File: src/rtl/game_flow_controller.sv
// Rhythm-game sequencer: reset/load/arm/countdown/play/pause/end flow that owns
// the song timebase (deltatime) and drives the downstream loader, scheduler and mixer.
module game_flow_controller #(
  parameter int                TIME_W   = 13,
  parameter logic [TIME_W-1:0] SONG_LEN = 13'h1FFF,
  parameter int                CD_TICKS = 4,
  parameter int                CD_W     = 3
) (
  input  logic              Clk,
  input  logic              Reset,
  input  logic              Press_Start,
  input  logic              Press_Pause,
  input  logic              Tick,
  input  logic              Load_Done,
  output logic              Load_Req,
  output logic              Game_Reset,
  output logic              Game_Start,
  output logic              Game_Paused,
  output logic              Game_End,
  output logic [CD_W-1:0]   Countdown,
  output logic [TIME_W-1:0] deltatime,
  output logic [2:0]        State_Dbg
);

  typedef enum logic [2:0] {
    INIT  = 3'd0,
    LOAD  = 3'd1,
    READY = 3'd2,
    COUNT = 3'd3,
    PLAY  = 3'd4,
    PAUSE = 3'd5,
    END_S = 3'd6
  } state_t;

  localparam logic [TIME_W-1:0] SONG_LAST = SONG_LEN - TIME_W'(1);

  state_t            state, next;
  logic              start_prev, pause_prev;
  logic              start_press, pause_press;
  logic [CD_W-1:0]   cd;
  logic [TIME_W-1:0] dt;

  // Prev regs come out of reset high so a key held through reset never fires.
  always_ff @(posedge Clk) begin
    if (Reset) begin
      start_prev <= 1'b1;
      pause_prev <= 1'b1;
    end else begin
      start_prev <= Press_Start;
      pause_prev <= Press_Pause;
    end
  end

  assign start_press = Press_Start & ~start_prev;
  assign pause_press = Press_Pause & ~pause_prev;

  always_comb begin
    next = state;
    case (state)
      INIT:  next = LOAD;
      LOAD:  if (Load_Done) next = READY;
      READY: if (start_press) next = COUNT;
      COUNT: if (Tick && cd == CD_W'(1)) next = PLAY;
      PLAY: begin
        // Song end takes priority over a pause press in the same cycle.
        if ((Tick && dt == SONG_LAST) || dt == SONG_LEN) next = END_S;
        else if (pause_press)                              next = PAUSE;
      end
      PAUSE: if (pause_press || start_press) next = PLAY;
      END_S: if (start_press) next = INIT;
      default: next = INIT;
    endcase
  end

  always_ff @(posedge Clk) begin
    if (Reset) begin
      state <= INIT;
      cd    <= '0;
      dt    <= '0;
    end else begin
      state <= next;
      case (state)
        INIT:  begin cd <= '0; dt <= '0; end
        READY: if (start_press) cd <= CD_W'(CD_TICKS);
        COUNT: if (Tick && cd != '0) cd <= cd - CD_W'(1);
        PLAY:  if (Tick && dt < SONG_LEN) dt <= dt + TIME_W'(1);
        default: ;
      endcase
    end
  end

  assign Game_Reset  = (state == INIT);
  assign Load_Req    = (state == LOAD);
  assign Game_Start  = (state == PLAY);
  assign Game_Paused = (state == PAUSE);
  assign Game_End    = (state == END_S);
  assign Countdown   = cd;
  assign deltatime   = dt;
  assign State_Dbg   = state;

endmodule

File: config.mk
export PLATFORM = sky130hd
export DESIGN_NAME = game_flow_controller
export DESIGN_NICKNAME = d
export VERILOG_FILES = /design/src/rtl/game_flow_controller.sv
export SDC_FILE = /design/constraint.sdc
export NUM_CORES = 1
export LEC_CHECK = 0
export BUFFER_PORTS_ARGS = -buffer_cell sky130_fd_sc_hd__buf_2
export CAP_MARGIN = 20
export CORE_ASPECT_RATIO = 0.6
export CORE_MARGIN = 3
export CORE_UTILIZATION = 55
export CTS_CLUSTER_DIAMETER = 100
export DETAILED_ROUTE_END_ITERATION = 10
export PLACE_DENSITY_LB_ADDON = 0.15
export SLEW_MARGIN = 20
export SYNTH_ARGS = -nofsm -noshare
export SYNTH_HDL_FRONTEND = slang
export SYNTH_SLANG_ARGS = --single-unit
File: constraint.sdc
create_clock -name Clk -period 2.9 [get_ports Clk]
set_clock_uncertainty 0.2 [all_clocks]
set_input_delay 0.145 -clock Clk [delete_from_list [all_inputs] [get_ports Clk]]
set_output_delay 0.145 -clock Clk [all_outputs]
set_load 0.02 [all_outputs]
==> results of run 1 <==
state kept, by name (all words and copies together) (netlist names):
register / flops
deltatime: 13
Countdown: 3
State_Dbg: 3
pause_prev: 1
start_prev: 1
worst max-delay path by stage:
stage	start	endpoint
3_3_place_gp	Countdown[0]	Countdown[1]
6_report	Countdown[0]	Countdown[1]
5_1_grt	Countdown[0]	Countdown[1]
4_1_cts	Countdown[0]	Countdown[1]
2_1_floorplan	State_Dbg[1]	State_Dbg[1]
3_5_place_dp	Countdown[0]	Countdown[1]
placed cells by master, fill, tap and decap left out, types with 2 or more instances in the layout:
| cell | n |
|---|---|
| a211o_1 | 2 |
| a21oi_1 | 12 |
| a311oi_1 | 2 |
| a31oi_1 | 3 |
| and3_1 | 3 |
| and4_1 | 3 |
| buf_2 | 29 |
| clkbuf_8 | 3 |
| dfxtp_1 | 21 |
| dlygate4sd3_1 | 2 |
| ha_1 | 5 |
| inv_1 | 10 |
| nand2_1 | 14 |
| nand2b_1 | 2 |
| nand3_1 | 4 |
| nand4_1 | 5 |
| nor2_1 | 14 |
| nor3_1 | 6 |
| nor4_1 | 2 |
| o21ai_0 | 2 |
| or2_2 | 2 |
| or3_1 | 6 |
| xnor2_1 | 5 |
| xor2_1 | 2 |
metal layers:
layer  part of all wire  vias to the layer above
met2               0.42                       69
li1                   -                      591
met3               0.10                        4
met1               0.47                      540
met5                  0                        -
met4             0.0095                        0
logic make-up after synthesis:
family / Yosys count / share of synthesized area
AND/OR/NAND/NOR: 70 / 0.329
multiplexers: 1 / 0.00818
AO/OA/AOI/OAI: 27 / 0.144
flip-flops: 21 / 0.344
buffers and inverters: 17 / 0.0736
adder cells (fa/ha/maj): 5 / 0.0511
XOR/XNOR: 7 / 0.0501
timing repair:
| item | in CTS | in global routing |
|---|---|---|
| hold endpoints to repair | 2 | 0 |
| hold buffers | 2 | 0 |
| buffers inserted | 0 | 0 |
power by group:
group          leakage (uW)  switching [uW]  internal [uW]  total, uW
Clock             0.0000255            99.3           95.9        195
Combinational      0.000392             201            120        321
Sequential         0.000170            50.9            312        363
Total              0.000588             352            528        879
through the flow:
| step | cells | setup WS [ns] | hold slack [ns] |
|---|---|---|---|
| 2_1_floorplan | 148 | 0.753 | 0.0171 |
| 3_3_place_gp | 198 | 0.927 | 0.142 |
| 3_5_place_dp | 198 | 0.835 | 0.147 |
| 4_1_cts | 204 | 0.774 | 0.0182 |
| 5_1_grt | 204 | 0.675 | 0.0278 |
| 6_report | 204 | 0.783 | 0.0122 |
area by class of cell:
type / instances / area share
inverters: 10 / 0.0265
well taps: 28 / 0.0247
flip-flops and latches: 21 / 0.297
repair buffers: 31 / 0.117
clock inverters: 1 / 0.00353
multi-input cells: 110 / 0.503
clock buffers: 3 / 0.0291
worst register-to-register path: stages (launching register included):
cell and delay [ns]:
dfxtp_1 0.40, inv_1 0.10, ha_1 0.22, inv_1 0.06
o211ai_1 0.10, a221o_1 0.47, or3_1 0.34, a21oi_1 0.15
==> key figures, run 1 <==
Drt
  • Routed wire length: 3060 um
  • Iteration-0 DRC Markers: 103
  • Vias: 1204
  • DR pass1 iterations: 4
  • Avg Vias per Cell: 5.90
  • Remaining DRCs: 0
  • DR WL/cell: 15.0 um
  • Post-DRT Antenna Nets: 0

Synth
  • Yosys reg bits: 21
  • Synth warn: 0
  • Post-synth top cells: dfxtp_1 (21), nand2_1 (14), nor2_1 (14)
  • Register area share after synthesis: 0.344
  • Largest area contributor in the netlist: dfxtp_1
  • Syn Area/Cell: 8.27 sq um
  • Asr flop ratio synth: 0
  • Top-count cell post-synth: dfxtp_1
  • EDFF count, synth: 0
  • Top-area cell type share of the netlist area: 0.344
  • Unique masters post-synth: 40
  • Top cells by area, synth: dfxtp_1 (34%), ha_1 (5.1%), a21oi_1 (4.9%)
  • Post-synth top flop: dfxtp_1
  • Syn Nets: 159
  • Netlist Area Pre-Place: 1220 sq um
  • Syn Inst Count: 148

Worst setup path
  • Crit path depth: 7
  • Most used cell, CP: inv_1
  • Worst Reg-to-Reg Cells: 7
  • Crit-path max cell delay: 0.47 ns
  • Worst Path Arrival: 2.11 ns
  • Bufs and invs on worst path: 2
  • CP max stage cell: a221o_1
  • R2R Path End: Countdown[1]
  • Cells along the critical path: inv_1, ha_1, inv_1, o211ai_1, a221o_1, or3_1, a21oi_1
  • Critical Path RT: 2.90 ns
  • Crit end category: register
  • CP Launch Type: register
  • Worst R2R Setup Slack: 0.78 ns
  • Launch point of the worst reg-to-reg path: Countdown[0]
  • Crit Path Category: register to register
  • Family with the most delay on the worst path: compound AO/OA/AOI/OAI gates
  • Critical path fanouts, max: 5

Placement
  • Port buffer count: 29
  • Placer Congestion: 0.890
  • Cell Area, Placed: 1350 sq um
  • HPWL Detailed: 2270 um

Timing
  • Slew HR: 0.701
  • Final Hold Fails: 0
  • Slew @ Worst Pin: 0.448 ns
  • RSZ-0062 raised after global routing: false
  • Setup tns final: 0 ns
  • Final setup violation count: 0
  • Max-slew violations: 0
  • Final Critical Period: 2.12 ns
  • Part of the cycle the worst path needs: 0.730
  • Fmax: 472 MHz

Global routing
  • GRT met1 Usage: 0.341
  • Largest net degree at the start of global routing: 15
  • Total grt overflow: 0
  • Vias in the first global route: 1009
  • Antenna violations before repair: 0
  • Top Usage Layer GRT: met1
  • Met2 GRT Util: 0.321
  • M3 GR Usage: 0.0724
  • First-pass GRT wire length: 4910 um
  • Tot GR Track Use: 0.229

Clocking
  • Post-cts sizing count: 0
  • H-tree levels: 1
  • Clock tree buffer depth: 2
  • TritonCTS Sinks: 21
  • CTS Root Cell: clkbuf_8
  • TritonCTS clock tree: yes
  • Worst-path clk slew: 0.08 ns
  • Later-pin clock latency in the skew report: 0.26 ns
  • TritonCTS Buffers: 3

Power
  • PD cells: 620 nW/um^2
  • Lkg Pwr: 0.000588 uW
  • Power Total: 879 uW
  • Peak VDD IR: 402 uV

Finish
  • Multi-input logic area: 713 sq um
  • N_diodes: 0
  • Final core occ: 0.721
  • Design area: 1420 sq um
  • Fill count: 174
  • Nets: 188
  • Proportion of layout cells with a drive suffix above 1: 0.227
  • Layout overhead on the synthesized area: 15.8%
  • Sequential Area: 420 sq um

Hold path
  • Endpoint, Worst Hold: deltatime[0]
  • Hold path cells: 2
  • Hold WC Path Type: input pin to register
  • Min-delay src: Reset

Status
  • Status: finished, final reports clean

Floorplan
  • Die Ht: 42.5 um
  • Core Rows: 12
  • Die width: 66.9 um
  • Die area: 2850 sq um
  • # IOs: 30
  • Core Footprint: 1970 sq um
  • Initial Util: 0.622

Job
  • Max Cap Viol: 0
Power figures use the tool's default switching activity.
==> run 2: changes to the inputs <==
--- a/config.mk
+++ b/config.mk
@@ -9,7 +9,7 @@
 export CAP_MARGIN = 20
 export CORE_ASPECT_RATIO = 0.6
 export CORE_MARGIN = 3
-export CORE_UTILIZATION = 55
+export CORE_UTILIZATION = 47
 export CTS_CLUSTER_DIAMETER = 100
 export DETAILED_ROUTE_END_ITERATION = 10
 export PLACE_DENSITY_LB_ADDON = 0.15
==> constraint.sdc (replaced) <==
create_clock -name Clk -period 1.7 [get_ports Clk]
set_clock_uncertainty 0.2 [all_clocks]
set_input_delay 0.085 -clock Clk [delete_from_list [all_inputs] [get_ports Clk]]
set_output_delay 0.085 -clock Clk [all_outputs]
set_load 0.02 [all_outputs]
==> run 2 against run 1 <==
The flow now finishes with violations (setup timing). Sequential share of layout area fell by 6.5 points. Critical path type unchanged. Sequential power rose by 72%. Non-clock buffer count rose by 46. Critical path depth did not move. Utilization rose by 14 points. First-iteration DRC count rose by 110%. Via count rose by 31%. Total power rose by 100%. Fmax rose by 9.6%. Worst setup slack got worse by 1.0 ns. Sequential cell count did not move.
==> key figures, run 2 (synthesis results as in run 1) <==
Hold path
  • Min-delay src: Tick (was Reset)
  • Endpoint, Worst Hold: deltatime[9] (was deltatime[0])
  • Hold WC Path Type: input pin to register (unchanged)
  • Hold path cells: 5 (was 2)

Placement
  • Port buffer count: 29 (unchanged)
  • Pre-CTS WS: -0.125 ns (was 0.835 ns)
  • Placer Congestion: 0.845 (was 0.890)
  • HPWL Detailed: 2810 um (was 2270 um)
  • Placed Cells: 231 (was 198)

Finish
  • Layout overhead on the synthesized area: 61.9% (was 15.8%)
  • Max reg flops: 13 (unchanged)
  • Nets: 234 (was 188)
  • Commonest non-fill, non-tap cell in the layout: buf_4 (was buf_2)
  • Most frequent cells in the layout: buf_4 (40), buf_2 (29), nor2_1 (14), nand2_1 (12), a21oi_1 (11) (was buf_2 (29), dfxtp_1 (21), nand2_1 (14), nor2_1 (14), a21oi_1 (12))
  • Proportion of layout cells with a drive suffix above 1: 0.550 (was 0.227)
  • N_diodes: 0 (unchanged)
  • Finished Layout Cells: 252 (was 204)

Clocking
  • Clock tree buffer depth: 2 (unchanged)
  • TritonCTS clock tree: yes (unchanged)
  • TritonCTS Buffers: 3 (unchanged)
  • CTS Root Cell: clkbuf_8 (unchanged)
  • Worst-path clk slew: 0.08 ns (about the same)
  • Later-pin clock latency in the skew report: 0.26 ns (about the same)
  • H-tree levels: 1 (unchanged)
  • TritonCTS Sinks: 21 (unchanged)

Worst setup path
  • Critical path fanouts, max: 5 (unchanged)
  • R2R Path End: Countdown[0] (was Countdown[1])
  • Worst R2R Setup Slack: -0.23 ns (was 0.78 ns)
  • Launch point of the worst reg-to-reg path: Countdown[0] (unchanged)
  • Critical Path RT: 1.68 ns (was 2.90 ns)
  • Cells along the critical path: inv_4, ha_4, inv_2, o211ai_1, a221o_1, or3_1, a21oi_1 (was inv_1, ha_1, inv_1, o211ai_1, a221o_1, or3_1, a21oi_1)
  • Bufs and invs on worst path: 2 (unchanged)
  • Crit end category: register (unchanged)
  • CP max stage cell: a221o_1 (unchanged)
  • Worst Reg-to-Reg Cells: 7 (unchanged)
  • Worst Path Arrival: 1.91 ns (was 2.11 ns)
  • Crit-path max cell delay: 0.43 ns (was 0.47 ns)
  • Crit Path Category: register to register (unchanged)
  • Family with the most delay on the worst path: compound AO/OA/AOI/OAI gates (unchanged)
  • CP Launch Type: register (unchanged)

Drt
  • Vias: 1574 (was 1204)
  • Iteration-0 DRC Markers: 218 (was 103)
  • Post-DRT Antenna Nets: 0 (unchanged)
  • Routed wire length: 4840 um (was 3060 um)
  • Avg Vias per Cell: 6.25 (was 5.90)
  • DR WL/cell: 19.2 um (was 15.0 um)
  • Remaining DRCs: 0 (unchanged)
  • DR pass1 iterations: 5 (was 4)

Timing
  • Final Hold Fails: 0 (unchanged)
  • Slew @ Worst Pin: 0.409 ns (was 0.448 ns)
  • Final hold slack: 0.209 ns (was 0.0122 ns)
  • Fmax: 518 MHz (was 472 MHz)
  • RSZ-0062 raised after global routing: true (was false)
  • Part of the cycle the worst path needs: 1.14 (was 0.730)
  • Final Critical Period: 1.93 ns (was 2.12 ns)
  • Final worst slack: -0.231 ns (was 0.783 ns)
  • Max-slew violations: 0 (unchanged)
  • Slew HR: 0.727 (was 0.701)
  • Setup tns final: -1.44 ns (was 0 ns)
  • Final setup violation count: 16 (was 0)

Status
  • Status: finished, violations left (was finished, final reports clean)
  • Failing checks: setup timing

Floorplan
  • Die area: 3270 sq um (was 2850 sq um)
  • Initial Util: 0.530 (was 0.622)
  • Core Rows: 13 (was 12)
  • Die Ht: 45.5 um (was 42.5 um)
  • Core Footprint: 2310 sq um (was 1970 sq um)
  • Die width: 71.9 um (was 66.9 um)
  • # IOs: 30 (unchanged)

Global routing
  • First-pass GRT wire length: 6290 um (was 4910 um)
  • Tot GR Track Use: 0.254 (was 0.229)
  • Total grt overflow: 0 (unchanged)
  • Largest net degree at the start of global routing: 15 (unchanged)
  • Vias in the first global route: 1319 (was 1009)
  • Antenna violations before repair: 0 (unchanged)

Power
  • Peak VDD IR: 784 uV (was 402 uV)
  • Lkg Pwr: 0.000852 uW (was 0.000588 uW)
  • Power Total: 1800 uW (was 879 uW)
  • PD cells: 910 nW/um^2 (was 620 nW/um^2)

Job
  • Max Cap Viol: 0 (unchanged)
run 2: timing repair:
item / in CTS / in global routing
resized for setup: 19 / 26
hold endpoints to repair: 12 / 0
pin swaps: 10 / 13
endpoints found under the setup margin: 14 / 18
hold buffers: 3 / 0
buffers inserted: 5 / 9
run 2: how the worst max path moves through the flow:
stage | cells after the start | to | slack (ns) | start
after floorplan | 6 | State_Dbg[1] | -0.12 | State_Dbg[1]
after global routing | 7 | Countdown[0] | -0.35 | Countdown[0]
after global placement | 7 | Countdown[1] | -0.06 | Countdown[0]
final | 7 | Countdown[0] | -0.23 | Countdown[0]
after CTS | 7 | Countdown[0] | -0.12 | Countdown[0]
after detailed placement | 7 | Countdown[0] | -0.12 | Countdown[0]
run 2: power breakdown:
part	leakage [uW]	internal, uW	switching (uW)
logic	0.000649	382	465
clock network	0.0000228	167	165
registers	0.000180	541	82.0
run 2: per-stage QoR:
step	utilization	instance area, sq um
after floorplan	-	1270
after global placement	0.701	1620
after detailed placement	0.701	1620
after CTS	0.775	1790
after global routing	0.858	1980
final	0.858	1980
run 2: area by class of cell:
type / count / area (sq um)
multi-input cells: 110 / 856
flip-flops and latches: 21 / 459
repair buffers: 77 / 541
well taps: 30 / 37.5
inverters: 10 / 42.5
clock buffers: 4 / 45.0
fillers: 112 / 329
run 2: worst min-delay path, delay by kind of cell:
family,cells,cell delay [ns]
XOR/XNOR,1,0.12
buffers and inverters,1,0.14
AND/OR/NAND/NOR,3,0.30
run 2: metal layers:
| layer | track usage | part of all wire | vias to the layer above |
|---|---|---|---|
| li1 | - | - | 683 |
| met1 | 0.335 | 0.42 | 720 |
| met2 | 0.396 | 0.41 | 134 |
| met3 | 0.0837 | 0.11 | 37 |
| met4 | 0.0861 | 0.052 | 0 |
| met5 | 0 | 0 | - |
